## src/rtl/fifo_arb_pkg.sv

```systemverilog
// Shared types and index helpers for the FIFO write-port arbiter.
// The owner index width is derived per module as ID_W = $clog2(NUM_REQ).
package fifo_arb_pkg;

  typedef enum logic {
    IDLE  = 1'b0,
    GRANT = 1'b1
  } arb_state_t;

  // Requester index 'offs' positions after 'base', wrapping modulo n.
  function automatic int unsigned wrap_idx(int unsigned base, int unsigned offs, int unsigned n);
    return (base + offs) % n;
  endfunction

endpackage

```

## src/rtl/fifo_wr_arbiter_chk.sv

```systemverilog
// Run-time invariants of the FIFO write-port arbiter, kept apart from the datapath.
module fifo_wr_arbiter_chk #(
  parameter  int NUM_REQ   = 4,
  parameter  int MAX_BURST = 4,
  localparam int CNT_W     = $clog2(MAX_BURST + 1)
) (
  input logic               clk,
  input logic               rst,
  input logic [NUM_REQ-1:0] req_valid,
  input logic [NUM_REQ-1:0] req_ready,
  input logic               fifo_full,
  input logic               fifo_wr_en,
  input logic               grant_active,
  input logic [CNT_W-1:0]   burst_cnt
);

  a_no_write_when_full : assert property (@(posedge clk) disable iff (rst)
    fifo_wr_en |-> !fifo_full);

  a_ready_onehot0 : assert property (@(posedge clk) disable iff (rst)
    $onehot0(req_ready));

  a_write_is_handshake : assert property (@(posedge clk) disable iff (rst)
    fifo_wr_en == (|(req_ready & req_valid)));

  a_no_ready_without_grant : assert property (@(posedge clk) disable iff (rst)
    !grant_active |-> (req_ready == {NUM_REQ{1'b0}}));

  a_burst_bounded : assert property (@(posedge clk) disable iff (rst)
    burst_cnt <= CNT_W'(MAX_BURST - 1));

endmodule

```

## src/rtl/fifo_wr_arbiter_rr_pick.sv

```systemverilog
// Combinational round-robin picker: first set bit of req_i scanning ptr_i+1, ptr_i+2, ...
// with wrap-around; ptr_i itself is the last candidate examined.
module rr_pick
  import fifo_arb_pkg::*;
#(
  parameter  int NUM_REQ = 4,
  localparam int ID_W    = $clog2(NUM_REQ)
) (
  input  logic [NUM_REQ-1:0] req_i,
  input  logic [ID_W-1:0]    ptr_i,
  output logic               found_o,
  output logic [ID_W-1:0]    idx_o
);

  logic [ID_W-1:0] cand_s;

  // Walk from the farthest candidate to the nearest so the nearest valid one wins.
  always_comb begin
    found_o = 1'b0;
    idx_o   = {ID_W{1'b0}};
    cand_s  = {ID_W{1'b0}};
    for (int k = NUM_REQ; k >= 1; k--) begin
      cand_s  = ID_W'(wrap_idx(32'(ptr_i), k, NUM_REQ));
      found_o = found_o | req_i[cand_s];
      idx_o   = req_i[cand_s] ? cand_s : idx_o;
    end
  end

endmodule

```

## src/rtl/fifo_wr_arbiter.sv

```systemverilog
// Round-robin, burst-limited sharing of one FIFO write port among NUM_REQ producers.
// Grant state is registered; the write path is combinational from that state and the inputs.
module fifo_wr_arbiter
  import fifo_arb_pkg::*;
#(
  parameter  int NUM_REQ    = 4,
  parameter  int DATA_WIDTH = 8,
  parameter  int MAX_BURST  = 4,
  localparam int ID_W       = $clog2(NUM_REQ)
) (
  input  logic                          clk,
  input  logic                          rst,
  input  logic [NUM_REQ-1:0]            req_valid,
  input  logic [NUM_REQ*DATA_WIDTH-1:0] req_data,
  output logic [NUM_REQ-1:0]            req_ready,
  input  logic                          fifo_full,
  output logic                          fifo_wr_en,
  output logic [DATA_WIDTH-1:0]         fifo_data_in,
  output logic                          grant_active,
  output logic [ID_W-1:0]               grant_id
);

  localparam int                CNT_W      = $clog2(MAX_BURST + 1);
  localparam logic [CNT_W-1:0]  BURST_LAST = CNT_W'(MAX_BURST - 1);
  localparam logic [ID_W-1:0]   PTR_RST    = ID_W'(NUM_REQ - 1);

  arb_state_t         state_q, state_d;
  logic [ID_W-1:0]    grant_id_q, grant_id_d;
  logic [CNT_W-1:0]   burst_cnt_q, burst_cnt_d;
  logic [ID_W-1:0]    rr_ptr_q, rr_ptr_d;

  logic               gnt_s;
  logic               owner_valid_s;
  logic [NUM_REQ-1:0] owner_mask_s;
  logic               wr_s;
  logic               burst_end_s;
  logic               release_s;
  logic [NUM_REQ-1:0] pick_req_s;
  logic [ID_W-1:0]    pick_ptr_s;
  logic               pick_found_s;
  logic [ID_W-1:0]    pick_idx_s;
  logic [DATA_WIDTH-1:0] data_sel_s;

  assign gnt_s         = (state_q == GRANT);
  assign owner_valid_s = req_valid[grant_id_q];
  assign owner_mask_s  = {{(NUM_REQ-1){1'b0}}, 1'b1} << grant_id_q;
  assign wr_s          = gnt_s & owner_valid_s & ~fifo_full;
  assign burst_end_s   = wr_s & (burst_cnt_q == BURST_LAST);
  assign release_s     = gnt_s & (~owner_valid_s | burst_end_s);

  // On release the outgoing owner is masked so it cannot win its own hand-over.
  assign pick_req_s = gnt_s ? (req_valid & ~owner_mask_s) : req_valid;
  assign pick_ptr_s = gnt_s ? grant_id_q : rr_ptr_q;

  rr_pick #(
    .NUM_REQ (NUM_REQ)
  ) u_pick (
    .req_i   (pick_req_s),
    .ptr_i   (pick_ptr_s),
    .found_o (pick_found_s),
    .idx_o   (pick_idx_s)
  );

  // Next-state: grant hand-over, burst counting and pointer update.
  always_comb begin
    state_d     = state_q;
    grant_id_d  = grant_id_q;
    burst_cnt_d = burst_cnt_q;
    rr_ptr_d    = rr_ptr_q;
    case (state_q)
      IDLE: begin
        if (pick_found_s) begin
          state_d     = GRANT;
          grant_id_d  = pick_idx_s;
          burst_cnt_d = {CNT_W{1'b0}};
        end else begin
          state_d = IDLE;
        end
      end
      GRANT: begin
        if (release_s) begin
          rr_ptr_d    = grant_id_q;
          burst_cnt_d = {CNT_W{1'b0}};
          if (pick_found_s) begin
            grant_id_d = pick_idx_s;
          end else begin
            state_d = IDLE;
          end
        end else if (wr_s) begin
          burst_cnt_d = burst_cnt_q + CNT_W'(1);
        end else begin
          burst_cnt_d = burst_cnt_q;
        end
      end
      default: begin
        state_d     = IDLE;
        grant_id_d  = {ID_W{1'b0}};
        burst_cnt_d = {CNT_W{1'b0}};
        rr_ptr_d    = PTR_RST;
      end
    endcase
  end

  // Arbiter state registers.
  always_ff @(posedge clk or posedge rst) begin
    if (rst) begin
      state_q     <= IDLE;
      grant_id_q  <= {ID_W{1'b0}};
      burst_cnt_q <= {CNT_W{1'b0}};
      rr_ptr_q    <= PTR_RST;
    end else begin
      state_q     <= state_d;
      grant_id_q  <= grant_id_d;
      burst_cnt_q <= burst_cnt_d;
      rr_ptr_q    <= rr_ptr_d;
    end
  end

  // Owner payload select; forced to zero whenever no write is issued.
  always_comb begin
    data_sel_s = {DATA_WIDTH{1'b0}};
    for (int i = 0; i < NUM_REQ; i++) begin
      data_sel_s = (grant_id_q == ID_W'(i)) ? req_data[i*DATA_WIDTH +: DATA_WIDTH] : data_sel_s;
    end
  end

  assign fifo_wr_en   = wr_s;
  assign fifo_data_in = wr_s ? data_sel_s : {DATA_WIDTH{1'b0}};
  assign req_ready    = (gnt_s & ~fifo_full) ? owner_mask_s : {NUM_REQ{1'b0}};
  assign grant_active = gnt_s;
  assign grant_id     = grant_id_q;

  fifo_wr_arbiter_chk #(
    .NUM_REQ   (NUM_REQ),
    .MAX_BURST (MAX_BURST)
  ) u_chk (
    .clk          (clk),
    .rst          (rst),
    .req_valid    (req_valid),
    .req_ready    (req_ready),
    .fifo_full    (fifo_full),
    .fifo_wr_en   (fifo_wr_en),
    .grant_active (grant_active),
    .burst_cnt    (burst_cnt_q)
  );

endmodule

```

## config.mk

```make
export PLATFORM = sky130hd
export DESIGN_NAME = fifo_wr_arbiter
export DESIGN_NICKNAME = d
export VERILOG_FILES = /design/src/rtl/fifo_arb_pkg.sv /design/src/rtl/fifo_wr_arbiter_chk.sv /design/src/rtl/fifo_wr_arbiter_rr_pick.sv /design/src/rtl/fifo_wr_arbiter.sv
export SDC_FILE = /design/constraint.sdc
export NUM_CORES = 1
export LEC_CHECK = 0
export CORE_ASPECT_RATIO = 1.25
export CORE_MARGIN = 5
export CORE_UTILIZATION = 30
export DETAILED_ROUTE_END_ITERATION = 8
export PLACE_DENSITY = 0.79
export SKIP_LAST_GASP = 1
export SYNTH_ARGS = -nofsm -noshare
export SYNTH_HDL_FRONTEND = slang
export SYNTH_HIERARCHICAL = 1
export SYNTH_SLANG_ARGS = --single-unit
export TNS_END_PERCENT = 10
```

## constraint.sdc

```tcl
create_clock -name clk -period 2.9 [get_ports clk]
set_input_delay 0.87 -clock clk [delete_from_list [all_inputs] [get_ports clk]]
set_output_delay 0.87 -clock clk [all_outputs]
set_load 0.01 [all_outputs]
```

==> results.yml <==
run_status:
  outcome: "finished with violations"
  violations: "setup timing"
min_path:
  holdPathStages: 1
  min_from: "burst_cnt_q[2]"
  hold_end: "burst_cnt_q[2]"
  min_path_type: "reg2reg"
floorplanning:
  start_util: 0.3178
  die_area_um2: 4077
  die_y_um: 70.15
  die_w_um: 58.12
  row_count: 21
  design.core.area_um2: 2733
  io_pins: 55
global_routing:
  grt_pass1_wl_um: 5499
  antenna_found_initial: 0
  grt_start_max_net_pins: 13
  grt_pass1_vias: 1143
  gr-total-overflow: 0
  track_usage: 0.1736
layout:
  postLayoutCellArea_um2: 1612
  mostFrequentLayoutCell: "clkdlybuf4s50_1"
  layout_common_cells: "37 x clkdlybuf4s50_1, 20 x buf_4, 15 x dlygate4sd2_1"
  utilization: 0.5897
  diodes: 0
  nets: 199
  areaGrowthSynthToFinish_pct: 85.59
  nFillCells: 238
  multi_input_area_um2: 648.1
  seqCellArea_um2: 202.7
  fin_cells: 190
  drive_gt1_frac: 0.2821
route:
  drtPass1Iterations: 4
  via_per_inst: 5.363
  drcViolationCount: 0
  drtIter0Drc: 28
  wl_um: 3306
  wl_per_cell_um: 17.40
  wl_met1_um: 1256
  postRouteAntennaNets: 0
  wl_met3_um: 249
  dr_wl_met2_um: 1771
  num_vias: 1019
  top_layer_used: "met4"
power_and_ir_drop:
  pwr-share-seq: 0.180
  switching_share: 0.3829
  switching_power_mw: 0.4916
  combPwrFrac: 0.757
  p_int_mw: 0.7924
  clkPwrFrac: 0.063
  ir_drop_mv: 0.5416
  power_per_cell_area_nw_per_um2: 796.8
  p_leak_nw: 0.7900
place:
  dp_hpwl_um: 2507
  placement.cell_area_um2: 1553
  pre_cts_ws_ns: -0.5185
  dp_cells: 183
  io_buffers: 54
  place.gp.congestion: 0.8268
setup_path:
  path_cells: "clkdlybuf4s50_1, mux4_2, and3_4, dlygate4sd2_1"
  path_class: "in2out"
  cpPeakStageDelay_ns: 0.51
  start_kind: "primary input"
  r2r_cells: 7
  worst-path-max-fanout: 1
  r2r_slack_ns: 0.76
  required_ns: 2.03
  cp_data_arrival_time_ns: 2.29
  r2r_start: "grant_id[1]"
  rr_endpoint: "grant_id[1]"
  slowest_stage: "mux4_2"
  crit_path_end_kind: "primary output"
synth:
  seq_area_frac_synth: 0.2334
  syn_area_um2: 868.3
  synth-seq-cells: 8
  avgSynthCellArea_um2: 10.46
  yosysWarnings: 6
  ys_types: 31
  syn_nets: 124
  netlist_instances: 83
timing:
  finalCritPeriodShare: 1.090
  fin_ws_ns: -0.2608
  setup_viol: 11
  slew_viol_final: 0
  fin_skew_ns: 0.0005262
  finalCriticalPeriod_ns: 3.161
  max_freq_ghz: 0.3164
  tightest_slew_ns: 0.4113
  rsz0062_at_grt: "yes"
  slew_headroom: 0.7258
  hold_viol: 0
clock_tree:
  ctsHoldBuffers: 0
  cts_max_path_buffers: 2
  cts.clk_slew.worst_paths_ns: 0.05
  cts_tree: "built"
  htreeDepth: 1
  insertion_delay_ns: 0.24
  cts_sinks: 8
  cts_buffers: 3
  clockRootBuffer: "clkbuf_4"
job:
  cap_violations: 0
metal layers:
metal  GRT usage  vias up
met5           0        -
met4     0.05670        0
met3     0.05157        4
met2      0.3266       46
met1      0.1759      502
li1            -      467
cell usage after synthesis:
cell type	instances	area, um^2
a21o_1	4	30.03
and2_1	1	6.260
nor2b_1	2	12.51
mux2_1	1	11.26
dfrtp_1	6	150.1
buf_1	1	3.750
and3_1	8	50.05
mux2_2	4	45.04
mux2_4	3	45.04
mux4_2	8	180.2
dfstp_2	2	52.55
inv_1	5	18.77
o2bb2ai_1	1	8.760
a21oi_1	1	5.000
a21oi_2	1	8.760
ha_1	2	25.02
o21ai_1	1	5.000
buf_6	1	11.26
nand2b_1	3	18.77
and2b_1	2	15.01
mux4_1	1	26.28
nor4_1	2	12.51
a21bo_2	1	10.01
nand2_1	3	11.26
nor2_1	7	26.28
o311ai_1	1	8.760
a21boi_0	4	30.03
nor3_1	1	5.000
o22ai_1	1	6.260
clkbuf_1	3	11.26
a22o_1	2	17.52
registers in the layout, indices dropped and copies added, names as in the netlist:
name and cells:
burst_cnt_q 3, grant_id 2, grant_active 1, rr_ptr_q 2
per-stage QoR:
stage	TNS (ns)	power (mW)	hold WS, ns
3_3_place_gp	-5.141	1.134	0.4592
3_5_place_dp	-5.486	1.171	0.4869
5_1_grt	-2.415	1.385	0.5217
4_1_cts	-1.987	1.278	0.4988
6_report	-1.856	1.284	0.4973
2_1_floorplan	0	0.7935	0.4496
cells by family (layout without fill, tap and decap cells):
kind of cell | count (synthesis) | in the layout | synth area share
AO/OA/AOI/OAI | 17 | 17 | 0.1499
adder cells (fa/ha/maj) | 2 | 2 | 0.02881
buffers and inverters | 10 | 82 | 0.05187
flip-flops | 8 | 8 | 0.2334
multiplexers | 17 | 18 | 0.3545
AND/OR/NAND/NOR | 29 | 29 | 0.1816
cell type report:
class                           instances  area share
Timing Repair Buffer                   74      0.4200
Multi-Input combinational cell         66      0.4022
Sequential cell                         8      0.1258
Tap cell                               34     0.02640
Clock buffer                            3     0.01398
Inverter                                5     0.01165
power groups by stage:
| stage | Combinational [mW] | Clock, mW | Sequential [mW] |
|---|---|---|---|
| final | 0.973 | 0.0805 | 0.231 |
| after global routing | 1.05 | 0.0937 | 0.241 |
| after CTS | 0.962 | 0.0854 | 0.230 |
| after detailed placement | 0.945 | 0 | 0.226 |
| after global placement | 0.911 | 0 | 0.223 |
| after floorplan | 0.592 | 0 | 0.202 |
worst max-delay path, delay by kind of cell:
kind                   cells  cell delay (ns)
buffers and inverters      2             0.71
muxes                      1             0.51
and+or+nand+nor            1             0.20
what timing repair did:
item | CTS | global route
buffers inserted | 3 | 0
resized for setup | 16 | 3
gates cloned | 1 | 0
setup endpoints to repair | 13 | 13
worst max-delay path by stage:
stage | from | endpoint | slack, ns | depth (start not counted)
floorplan | grant_id[0] | fifo_data_in[5] | 0.42 | 4
global placement | req_valid[3] | fifo_data_in[2] | -0.48 | 4
detailed placement | req_valid[3] | fifo_data_in[2] | -0.52 | 4
CTS | req_valid[3] | fifo_data_in[2] | -0.22 | 5
global route | req_data[20] | fifo_data_in[4] | -0.29 | 4
finish | req_data[20] | fifo_data_in[4] | -0.26 | 4
No activity file was read; power rests on OpenSTA's default activity.
